[src/rtl/pipe_ctrl_carrier.sv]
// pipe_ctrl_carrier: pipelined control registers plus stall, flush and forwarding hazard logic
module pipe_ctrl_carrier #(
    parameter int CNT_W = 16
) (
    input  logic             clk,
    input  logic             rst,
    input  logic [4:0]       id_EX,
    input  logic [1:0]       id_MEM,
    input  logic [1:0]       id_WB,
    input  logic             id_branch,
    input  logic             id_jump,
    input  logic [4:0]       id_rs,
    input  logic [4:0]       id_rt,
    input  logic [4:0]       id_rd,
    input  logic             ex_zero,
    output logic             ex_ALUSrc,
    output logic             ex_RegDst,
    output logic [2:0]       ex_ALUOp,
    output logic             ex_br_taken,
    output logic             mem_MemWrite,
    output logic             mem_MemRead,
    output logic             wb_MemtoReg,
    output logic             wb_RegWrite,
    output logic [4:0]       wb_dst,
    output logic [1:0]       fwd_a,
    output logic [1:0]       fwd_b,
    output logic             pc_write,
    output logic             ifid_write,
    output logic             ifid_flush,
    output logic [CNT_W-1:0] stall_cnt,
    output logic [CNT_W-1:0] flush_cnt
);
    logic       idex_memwrite, idex_memread, idex_memtoreg, idex_regwrite, idex_branch;
    logic [4:0] idex_rs, idex_rt, idex_rd;
    logic       mem_memtoreg, mem_regwrite;
    logic [4:0] mem_dst;
    logic       lu, bubble_id;

    assign ex_br_taken = idex_branch & ex_zero;
    assign lu          = idex_memread && idex_rt != 5'd0 && (idex_rt == id_rs || idex_rt == id_rt);
    assign bubble_id   = lu | ex_br_taken;
    assign pc_write    = ex_br_taken | ~lu;
    assign ifid_write  = ex_br_taken | ~lu;
    assign ifid_flush  = ex_br_taken | (id_jump & ~lu);

    assign fwd_a = (mem_regwrite && mem_dst != 5'd0 && mem_dst == idex_rs) ? 2'b10 :
                   (wb_RegWrite && wb_dst != 5'd0 && wb_dst == idex_rs) ? 2'b01 : 2'b00;
    assign fwd_b = (mem_regwrite && mem_dst != 5'd0 && mem_dst == idex_rt) ? 2'b10 :
                   (wb_RegWrite && wb_dst != 5'd0 && wb_dst == idex_rt) ? 2'b01 : 2'b00;

    always_ff @(posedge clk) begin
        if (!rst) begin
            {ex_ALUSrc, ex_RegDst, ex_ALUOp} <= '0;
            {idex_memwrite, idex_memread, idex_memtoreg, idex_regwrite, idex_branch} <= '0;
            {idex_rs, idex_rt, idex_rd} <= '0;
            {mem_MemWrite, mem_MemRead, mem_memtoreg, mem_regwrite, mem_dst} <= '0;
            {wb_MemtoReg, wb_RegWrite, wb_dst} <= '0;
            stall_cnt <= '0;
            flush_cnt <= '0;
        end else begin
            {wb_MemtoReg, wb_RegWrite, wb_dst} <= {mem_memtoreg, mem_regwrite, mem_dst};
            {mem_MemWrite, mem_MemRead, mem_memtoreg, mem_regwrite} <=
                {idex_memwrite, idex_memread, idex_memtoreg, idex_regwrite};
            mem_dst <= ex_RegDst ? idex_rd : idex_rt;
            {ex_ALUSrc, ex_RegDst, ex_ALUOp} <= bubble_id ? 5'd0 : id_EX;
            {idex_memwrite, idex_memread} <= bubble_id ? 2'd0 : id_MEM;
            {idex_memtoreg, idex_regwrite} <= bubble_id ? 2'd0 : id_WB;
            idex_branch <= bubble_id ? 1'b0 : id_branch;
            {idex_rs, idex_rt, idex_rd} <= bubble_id ? 15'd0 : {id_rs, id_rt, id_rd};
            stall_cnt <= stall_cnt + CNT_W'(lu & ~ex_br_taken & ~&stall_cnt);
            flush_cnt <= flush_cnt + CNT_W'(ifid_flush & ~&flush_cnt);
        end
    end
endmodule

[config.mk]
export PLATFORM = sky130hd
export DESIGN_NAME = pipe_ctrl_carrier
export DESIGN_NICKNAME = d
export VERILOG_FILES = /design/src/rtl/pipe_ctrl_carrier.sv
export SDC_FILE = /design/constraint.sdc
export NUM_CORES = 1
export LEC_CHECK = 0
export ABC_AREA = 1
export ABC_CLOCK_PERIOD_IN_PS = 2000
export CAP_MARGIN = 15
export CORE_MARGIN = 2
export CORE_UTILIZATION = 40
export CTS_BUF_LIST = sky130_fd_sc_hd__clkbuf_8
export CTS_CLUSTER_DIAMETER = 40
export DETAILED_ROUTE_END_ITERATION = 10
export GPL_ROUTABILITY_DRIVEN = 0
export PLACE_DENSITY = 0.71
export SKIP_CTS_REPAIR_TIMING = 1
export SLEW_MARGIN = 20
export SYNTH_ARGS = -nofsm -noshare
export SYNTH_HDL_FRONTEND = slang
export SYNTH_SLANG_ARGS = --single-unit
export TNS_END_PERCENT = 10
[constraint.sdc]
create_clock -name clk -period 2 [get_ports clk]
set_input_delay 0.4 -clock clk [delete_from_list [all_inputs] [get_ports clk]]
set_output_delay 0.4 -clock clk [all_outputs]
set_load 0.01 [all_outputs]
After elaboration in Yosys (flattened, before gate mapping)
Index checks and enable logic that the tools add are counted.
Operators by class
  multiplexer cells: 5
  equality and inequality tests: 6
  reduce and logical (&&, ||, !) cells: 17
  bitwise gates (word level): 11
  add/subtract/negate cells: 2
Operator list (count)
  $reduce_and 16->1: 2
  $eq 5x5->1: 6
  $add 16x1->16: 1
  $add 16x16->16: 1
  $and 1x16->16: 1
  $and 16x1->16: 1
  $not 1->16: 1
  $reduce_bool 5->1: 3
  $logic_and 1x1->1: 8
  $mux 5: 1
  $mux 2: 2
  $and 1x1->1: 3
  $or 1x1->1: 3
  $logic_not 1->1: 2
  $mux 1: 2
  $not 1->1: 2
  $reduce_or 2->1: 1
  $logic_or 1x1->1: 1
Word-level totals
  word-level logic and storage cells: 62
  input bits: 29
  register bits after elaboration: 73
  output and inout bits: 54

Depth between registers and ports, before layout
Gate-level depths: netlist of the first run.
  depth in word-level cells: 8
  depth in mapped cells: 18
  mapped depth without buffers: 17

Worst setup path before layout of the first run
No wires, ideal clock.
  kind: register to register
  start point: register idex_rt[2]
  end point: register stall_cnt[14]
  setup time: 78 ps
  buffers on the path: 0
  path slack: -126 ps
  cell stages (with the launch flop): 17
  data required time: 1922 ps
  arrival time: 2048 ps
  period minus slack after synthesis: 2126 ps
  cells stage by stage: dfxtp_1 inv_2 nand2_1 nand2_1 nor2_1 nand3_1 nand2_1 nand3_1 nor2_1 ha_1 ha_1 nand2_1 nor2_2 nand3_2 o21ai_1 inv_1 nor3_1
On the way
  cells in the longest elaborated chain, start to end: 6
  elaborated cells on any way between the ends: 9
  those cells by class: add/sub: 1; eq/ne: 2; bitwise: 2; reduce/logical: 4
Ends and longest elaborated chain
  start: declaration: RTL line 34  | logic [4:0] idex_rs, idex_rt, idex_rd;
  start signal: assignment: RTL line 69  | {idex_rs, idex_rt, idex_rd} <= bubble_id ? 15'd0 : {id_rs, id_rt, id_rd};
  $eq 5x5->1 or $reduce_bool 5->1 (tied branches): RTL line 40  | assign lu = idex_memread && idex_rt != 5'd0 && (idex_rt == id_rs || idex_rt == id_rt);
  $logic_or 1x1->1 or $logic_and 1x1->1 (tied branches): RTL line 40
  $logic_and 1x1->1 *: RTL line 40
  $and 1x16->16 *: RTL line 70  | stall_cnt <= stall_cnt + CNT_W'(lu & ~ex_br_taken & ~&stall_cnt);
  $and 16x1->16 *: RTL line 70
  $add 16x16->16 *: RTL line 70
  end signal: assignment: RTL line 70
  end: declaration: RTL line 30  | output logic [CNT_W-1:0] stall_cnt,
Mark *: on every way between the ends. The rest lies on a longest branch, timed or not.
A chain may end at the register's enable or synchronous reset.

Worst setup path in the final report of the first run
  start point: register mem_dst[3]
  end point: output port fwd_a[0]
On the way
  cells in the longest elaborated chain, start to end: 4
  elaborated cells on any way between the ends: 5
  those cells by class: eq/ne: 1; mux: 1; reduce/logical: 3
Ends and longest elaborated chain
  start: declaration: RTL line 36  | logic [4:0] mem_dst;
  start signal: assignment: RTL line 64  | mem_dst <= ex_RegDst ? idex_rd : idex_rt;
  $reduce_bool 5->1: RTL line 46  | assign fwd_a = (mem_regwrite && mem_dst != 5'd0 && mem_dst == idex_rs) ? 2'b10 :
  $logic_and 1x1->1: RTL line 46
  $logic_and 1x1->1 *: RTL line 46
  $mux 2 *: RTL line 46
  end: declaration: RTL line 25  | output logic [1:0] fwd_a,
Marks and branches as above.

==> results of run 1 <==
how the worst min path moves through the flow:
| stage | start | endpoint |
|---|---|---|
| after floorplan | idex_memwrite$_SDFF_PP0_ | mem_MemWrite$_SDFF_PN0_ |
| after global placement | idex_memtoreg$_SDFF_PP0_ | mem_memtoreg$_SDFF_PN0_ |
| after detailed placement | idex_regwrite$_SDFF_PP0_ | mem_regwrite$_SDFF_PN0_ |
| after CTS | idex_regwrite$_SDFF_PP0_ | mem_regwrite$_SDFF_PN0_ |
| after global routing | id_rt[3] | idex_rt[3]$_SDFF_PP0_ |
| final | id_rt[0] | idex_rt[0]$_SDFF_PP0_ |
final cells by class:
cell class              instances  share of cell area [%]
clock buffers                  12                    3.38
inverters                      69                    5.30
well taps                     102                    2.61
repair buffers                133                    25.1
flip-flops and latches         73                    30.2
clock inverters                 4                    1.02
multi-input cells             268                    32.3
cells by family after synthesis:
group | count (synthesis) | share of synthesized area, %
and+or+nand+nor | 194 | 27.2
buffers and inverters | 80 | 11.0
xor gates and xnor gates | 27 | 7.44
DFF | 73 | 46.0
AOI/OAI and AO/OA | 43 | 6.89
adders and majority gates | 4 | 1.57
report_power, final:
part           internal (mW)  total, mW  leakage (nW)  switching (mW)
Sequential              1.50       1.55         0.600          0.0414
Combinational          0.199      0.371          1.55           0.172
Clock                  0.676       1.21         0.105           0.534
per-layer routing:
| layer | vias to the layer above | global-route usage, % |
|---|---|---|
| li1 | 1567 | - |
| met1 | 1327 | 22.4 |
| met2 | 70 | 28.4 |
| met3 | 10 | 4.11 |
| met4 | 0 | 7.72 |
| met5 | - | 0 |
cells in the final DEF, fill, tap and decap left out, types with 5 or more instances in the layout:
master and instances:
clkbuf_8 12, dlymetal6s2s_1 12, nor2_1 60, inv_1 62
nand2_2 7, a21oi_1 19, nor2_4 6, clkdlybuf4s50_1 65
buf_4 50, inv_2 6, xnor2_1 16, nor3_2 5
nand4_1 8, o21ai_1 10, nor2_2 5, nand3_1 10
nand2_1 70, xor2_1 10, o21ai_0 10, dfxtp_1 66
critical path, delay by kind of cell, from the launching register on:
family | cells | cell delay, ns
flops | 1 | 0.39
xor+xnor | 1 | 0.13
simple gates | 3 | 0.47
buf+inv | 1 | 0.48
sequential cells by signal (all words and copies together), names as in the netlist:
name           cells
ex_ALUOp           3
ex_ALUSrc          1
ex_RegDst          1
flush_cnt         16
idex_branch        1
idex_memread       1
idex_memtoreg      1
idex_memwrite      1
idex_rd            5
idex_regwrite      1
idex_rs            5
idex_rt            5
mem_MemRead        1
mem_MemWrite       1
mem_dst            5
mem_memtoreg       1
mem_regwrite       1
stall_cnt         16
wb_MemtoReg        1
wb_RegWrite        1
wb_dst             5
==> out/metrics.csv, run 1 <==
metric;value;unit
failing checks;negative setup slack;
slowest cell on the critical path;clkdlybuf4s50_1;
post-synth top area cell;dfxtp_1;
die width;93.2;um
layout net count;587;
Max Root-Sink Buffers;2;
Starting Density;41.1;%
Synth Register Bits;73;
Critical Path Fanout Max;4;
DRC viols;0;
Arr. time, crit path;1.80;ns
final WL;7810;um
fmax;454;MHz
# fillers;665;
Pleak;2.25;nW
area growth from synthesis to layout;53.7;%
clock tree root buffer cell;clkbuf_8;
RR Endpoint;stall_cnt[11]$_SDFF_PN0_;
Mapped Nets;454;
via density per instance;4.50;
pre-CTS setup slack;-0.712;ns
clk_skew;0.0120;ns
Worst Tran Pin Value;0.490;ns
synth unique cells;31;
post-synthesis instance area;0.00318;mm2
Most used DFF post-synth;dfxtp_1;
delay of the slowest critical-path stage;0.48;ns
I/O pins;83;
layout cells sized above 1;22.7;%
setup ws final;-0.203;ns
top cells by area, synth;dfxtp_1 46%, nand2_1 9.0%, nor2_1 8.0%;
clk slew on worst S/H paths;0.08;ns
RSZ-0062 raised after global routing;yes;
CTS tree;done;
top cells by count, synth;76 x nand2_1, 73 x dfxtp_1, 68 x nor2_1;
Max Cap Viol;0;
die area;0.00868;mm2
antenna-violating nets left;0;
Core ar.;0.00773;mm2
CP Cell Sequence;xnor2_1 -> nand2_1 -> nor4_2 -> nor2_1 -> clkdlybuf4s50_1;
fin area;0.00489;mm2
post-detail-place hpwl;5570;um
FP Rows;32;
IO buf count;82;
H-tree depth;3;
Final Total Pwr;3.13;mW
Synth Area per Inst;7.55;um2
Hold/Removal Path Class;in -> reg;
Sink Count;73;
M1 wire length;3540;um
sequential cell area;0.00148;mm2
largest net degree at the start of global routing;31;
Placed Area;0.00443;mm2
Yosys top cell area share;46.0;%
CP endpoint kind;output port;
Final Slew Violations;0;
area of the multi-input gates;0.00158;mm2
Final Cycle Share;110;%
post-synthesis sequential area ratio;46.0;%
Final Hold Vio Count;0;
Tot GR Track Use;17.6;%
number of global-route vias before repair;2707;
number of buffers created by CTS;9;
worst setup path end;fwd_a[0];
initial antenna violation count;0;
Fin Setup TNS;-1.27;ns
met2 WL;3750;um
beginning of the critical path;mem_dst[3]$_SDFF_PN0_;
DR WL met3;363;um
routed wire length per instance;11.8;um
initial DRC count;109;
DRT Pass-1 Iters;4;
non-filler instance count after layout;661;
Hold WS;0.321;ns
most common cell in the netlist;nand2_1;
Setup-failing EPs final;17;
Reg2Reg Launch Point;idex_rt[1]$_SDFF_PP0_;
via count;2974;
setup slack, reg-to-reg;-0.14;ns
number of flops mapped to enable cells by yosys;0;
Pwr Density;640;mW/mm2
Ys Warns;0;
worst hold stages;3;
Slew Limit Headroom;67.3;%
Crit Path Category;reg -> out;
first-pass GRT wire length;12100;um
Die Y-Extent;93.2;um
cell count after synthesis;421;
total grt overflow;0;
clock latency on the worst-skew pair;0.35;ns
Async S/R FF share, synth;0;%
Top Layer Used;met4;
DP Cell Count;640;
Req. time, crit path;1.60;ns
Max VDD drop;369;uV
cells on worst reg2reg path;17;
Worst setup SP type;register;
min cycle time layout;2.20;ns
# diodes;0;
post-layout util;63.2;%
status;finished, violations left;
No activity file was read; power rests on OpenSTA's default activity.
==> run 2, diff against run 1 <==
--- a/config.mk
+++ b/config.mk
@@ -8,3 +8,3 @@
 export ABC_AREA = 1
-export ABC_CLOCK_PERIOD_IN_PS = 2000
+export ABC_CLOCK_PERIOD_IN_PS = 2700
 export CAP_MARGIN = 15
@@ -16,3 +16,3 @@
 export GPL_ROUTABILITY_DRIVEN = 0
-export PLACE_DENSITY = 0.71
+export PLACE_DENSITY = 0.69
 export SKIP_CTS_REPAIR_TIMING = 1
==> constraint.sdc (replaced) <==
create_clock -name clk -period 2.7 [get_ports clk]
set_input_delay 0.405 -clock clk [delete_from_list [all_inputs] [get_ports clk]]
set_output_delay 0.405 -clock clk [all_outputs]
set_load 0.01 [all_outputs]
==> run 2 against run 1 <==
  * The flow now finishes without violations
  * Via count down 5.5%
  * Register-to-register slack better by 0.52 ns
  * Clock power down 31%
  * Flip-flop and latch count unchanged
  * Core utilization down 7.1 points
  * Sequential power down 26%
  * Non-clock buffer count down 39
  * Routed wire length down 10%
  * Critical path type is now in -> out
  * Largest power group unchanged
==> out/metrics.csv, run 2 (synthesis results as in run 1) <==
metric;value;unit;change
Sink Count;73;;unchanged
Slew Limit Headroom;69.3;%;was 67.3%
total grt overflow;0;;unchanged
clock tree root buffer cell;clkbuf_8;;unchanged
Pleak;1.89;nW;was 2.25 nW
clock latency on the worst-skew pair;0.34;ns;was 0.35 ns
Final Cycle Share;93.4;%;
Tot GR Track Use;17.3;%;was 17.6%
RSZ-0062 raised after global routing;no;;was yes
Core ar.;0.00773;mm2;unchanged
Hold/Removal Path Class;reg -> reg;;was in -> reg
Fin Setup TNS;0;ns;was -1.27 ns
DRT Pass-1 Iters;4;;unchanged
Pwr Density;509;mW/mm2;was 640 mW/mm2
Worst setup SP type;input pin;;was register
Crit Path Category;in -> out;;was reg -> out
IO buf count;82;;unchanged
Worst Tran Pin Value;0.460;ns;was 0.490 ns
Die Y-Extent;93.2;um;unchanged
slowest cell on the critical path;clkdlybuf4s50_1;;unchanged
Req. time, crit path;2.30;ns;was 1.60 ns
number of global-route vias before repair;2598;;was 2707
H-tree depth;3;;unchanged
via count;2809;;was 2974
initial DRC count;107;;was 109
first-pass GRT wire length;11800;um;was 12100 um
M1 wire length;3290;um;was 3540 um
Critical Path Fanout Max;3;;was 4
most common cell after layout, fill and taps aside;clkdlybuf4s50_1;;was nand2_1
CP Cell Sequence;clkdlybuf4s50_1 -> inv_1 -> nand2_1 -> nand2_1 -> nor2_1 -> nand3_1 -> nand2_2 -> nand3_2 -> buf_4 -> clkdlybuf4s50_1;;was xnor2_1 -> nand2_1 -> nor4_2 -> nor2_1 -> clkdlybuf4s50_1
DRC viols;0;;unchanged
Starting Density;41.1;%;unchanged
initial antenna violation count;0;;unchanged
delay of the slowest critical-path stage;0.50;ns;was 0.48 ns
die width;93.2;um;unchanged
fin area;0.00434;mm2;was 0.00489 mm2
post-detail-place hpwl;5290;um;was 5570 um
non-filler instance count after layout;622;;was 661
routed wire length per instance;11.3;um;was 11.8 um
commonest non-fill, non-tap cells in the layout;82 x clkdlybuf4s50_1, 75 x nand2_1, 72 x dfxtp_1;;was 70 x nand2_1, 66 x dfxtp_1, 65 x clkdlybuf4s50_1
Setup-failing EPs final;0;;was 17
DP Cell Count;606;;was 640
layout cells sized above 1;8.65;%;was 22.7%
Final Hold Vio Count;0;;unchanged
Max VDD drop;231;uV;was 369 uV
met2 WL;3310;um;was 3750 um
Arr. time, crit path;2.12;ns;was 1.80 ns
# diodes;0;;unchanged
final WL;7030;um;was 7810 um
CP endpoint kind;output port;;unchanged
die area;0.00868;mm2;unchanged
status;completed;;was finished, violations left
I/O pins;83;;unchanged
layout net count;548;;was 587
top flop regs;flush_cnt: 16 flops, stall_cnt: 16 flops;;unchanged
clk_skew;0.0122;ns;was 0.0120 ns
area growth from synthesis to layout;36.4;%;was 53.7%
FP Rows;32;;unchanged
post-layout util;56.1;%;was 63.2%
Max Root-Sink Buffers;2;;unchanged
clk slew on worst S/H paths;0.07;ns;was 0.08 ns
CTS tree;done;;unchanged
number of buffers created by CTS;9;;unchanged
DR WL met3;301;um;was 363 um
min cycle time layout;2.52;ns;
Placed Area;0.00413;mm2;was 0.00443 mm2
largest net degree at the start of global routing;26;;was 31
Max Cap Viol;0;;unchanged
via density per instance;4.52;;was 4.50
Final Slew Violations;0;;unchanged
fmax;397;MHz;
antenna-violating nets left;0;;unchanged
Top Layer Used;met4;;unchanged
## run 2: layout make-up
cell class	count	area [um2]
tap	102	128
fill	730	3390
clock buffer	9	124
inverter	69	259
clock inverter	7	71.3
sequential	73	1460
timing repair buffer	94	911
multi-input combinational	268	1380
## run 2: final timing paths
check,slack (ns),endpoint,cells after the start,startpoint
worst max-delay path,0.18,pc_write,10,id_rt[4]
worst min-delay path,0.42,mem_regwrite$_SDFF_PN0_,2,idex_regwrite$_SDFF_PP0_
worst max register to register,0.38,stall_cnt[15]$_SDFF_PN0_,14,idex_rt[0]$_SDFF_PP0_
worst min register to register,0.42,mem_regwrite$_SDFF_PN0_,2,idex_regwrite$_SDFF_PP0_
## run 2: worst max-delay path: cells and delay by family
family | cells | cell delay, ns
simple gates | 6 | 0.50
buf+inv | 4 | 1.21
## run 2: stage by stage
| step | hold WS (ns) | setup slack [ns] | power (mW) |
|---|---|---|---|
| 4_1_cts | 0.422 | 0.104 | 2.23 |
| 5_1_grt | 0.436 | 0.0279 | 2.32 |
| 6_report | 0.418 | 0.179 | 2.21 |
| 3_3_place_gp | 0.393 | -0.0614 | 1.40 |
| 2_1_floorplan | 0.390 | 0.574 | 1.30 |
| 3_5_place_dp | 0.403 | -0.0834 | 1.40 |
## run 2: power breakdown
part           internal [mW]  switching, mW  leakage, nW
combinational          0.122          0.103         1.20
clock                  0.424          0.407       0.0912
sequential              1.12         0.0348        0.597
total                   1.66          0.545         1.89
## run 2: layer usage
| metal | GRT usage [%] | vias up |
|---|---|---|
| met2 | 27.1 | 66 |
| met3 | 2.66 | 12 |
| met5 | 0 | - |
| li1 | - | 1487 |
| met1 | 23.1 | 1244 |
| met4 | 8.70 | 0 |
==> patch: new RTL, settings of run 1 <==
Change the parameter `CNT_W` from 16 to 12.
--- a/src/rtl/pipe_ctrl_carrier.sv
+++ b/src/rtl/pipe_ctrl_carrier.sv
@@ -1,6 +1,6 @@
 // pipe_ctrl_carrier: pipelined control registers plus stall, flush and forwarding hazard logic
 module pipe_ctrl_carrier #(
-    parameter int CNT_W = 16
+    parameter int CNT_W = 12
 ) (
     input  logic             clk,
     input  logic             rst,
Ports: changed (resized flush_cnt and stall_cnt); port bits go from 83 to 75. The function was not compared with the original's and may differ.
==> patch against run 1 <==
The run still ends with setup timing left; fmax grew 5.6%; sequential cell count shrank 8; synthesized area shrank 12%; first-iteration DRC count shrank 11%; clock power shrank 17%; register-to-register slack gained 0.05 ns; worst setup slack gained 0.12 ns; cell area shrank 16%; global-route usage shrank 0.61 points; total power shrank 13%; clock skew shrank 0.0050 ns; sequential share of layout area grew 1.6 points; critical path depth grew 10; wire length shrank 19%.
==> patch: results (changes against run 1) <==
Outcome
  – Outcome: finished with violations (unchanged)
  – Violations in the final reports: setup timing (unchanged)

STA
  – Fin worst setup slack: -0.0872 ns (was -0.203 ns)
  – Total setup violations reported at the end of the flow: 6 (was 17)

Finish
  – Filler Cell Count: 610 (was 665)
  – Register cell area after layout: 1310 µm² (was 1480 µm²)
  – Non-clock inverters: 71 (was 69)
  – Comb_multi_in: 216 (was 268)
  – Final-layout clock-cell area share: 0.0440 (about the same)
  – Proportion of layout cells with a drive suffix above 1: 0.202 (was 0.227)
  – Area added between synthesis and finish: 47.7% (was 53.7%)

Worst setup path
  – Worst path max stage delay: 0.37 ns (was 0.48 ns)
  – Worst setup path startpoint: idex_rt[0]$_SDFF_PP0_ (was mem_dst[3]$_SDFF_PN0_)
  – Critical-path maximum fanout: 5 (was 4)
  – Crit path DAT: 2.30 ns (was 1.80 ns)
  – Worst path top cell family by delay: simple AND/OR/NAND/NOR gates (was buffers and inverters)

Drt
  – Wire length reported by the detailed router: 6350 µm (was 7810 µm)
  – Avg WL per Cell: 11.2 µm (was 11.8 µm)
  – Met2 routed wirelength: 3110 µm (was 3750 µm)
  – Wire length on met3: 293 µm (was 363 µm)

Clock network
  – Clock latency on the worst-skew pair: 0.33 ns (was 0.35 ns)
  – Total clock sinks: 65 (was 73)

Global routing
  – Wire length of the first global-routing pass: 10,100 µm (was 12,100 µm)
  – Maximum number of pins on one net before global-route repair: 33 (was 31)
  – Via count of the first global-routing pass: 2,276 (was 2,707)

Synthesis
  – Seq/Total Area, Yosys: 0.466 (was 0.460)
  – Netlist cell types: 32 (was 31)
  – Number of nets produced by synthesis: 395 (was 454)

Pwr
  – Internal power consumption: 2.05 mW (was 2.38 mW)
  – Leakage power of the design: 1.96 nW (was 2.25 nW)

Placed design
  – Placed instance area: 3830 µm² (was 4430 µm²)
  – Half-perimeter wire length after detailed placement: 4620 µm (was 5570 µm)
[patch: changes by cell type after synthesis, moves of 2 or more]
| cell | delta |
|---|---|
| sky130_fd_sc_hd__or2_0 | -2 |
| sky130_fd_sc_hd__a21oi_1 | +4 |
| sky130_fd_sc_hd__nor3b_1 | -2 |
| sky130_fd_sc_hd__nand2_1 | -18 |
| sky130_fd_sc_hd__xnor2_1 | -2 |
| sky130_fd_sc_hd__dfxtp_1 | -8 |
| sky130_fd_sc_hd__a31oi_1 | -3 |
| sky130_fd_sc_hd__nor2_1 | -30 |
| sky130_fd_sc_hd__nand3_1 | -2 |
| sky130_fd_sc_hd__nor4_1 | -2 |
| sky130_fd_sc_hd__o21ai_0 | -2 |
| sky130_fd_sc_hd__nor2_2 | +8 |
[patch: cells by family after synthesis]
logic type | after synthesis | share of synthesized area
compound gates | 43 | 0.0788
xor+xnor | 24 | 0.0752
fa+ha+maj | 4 | 0.0179
buf+inv | 81 | 0.127
flops | 65 | 0.466
simple gates | 145 | 0.235
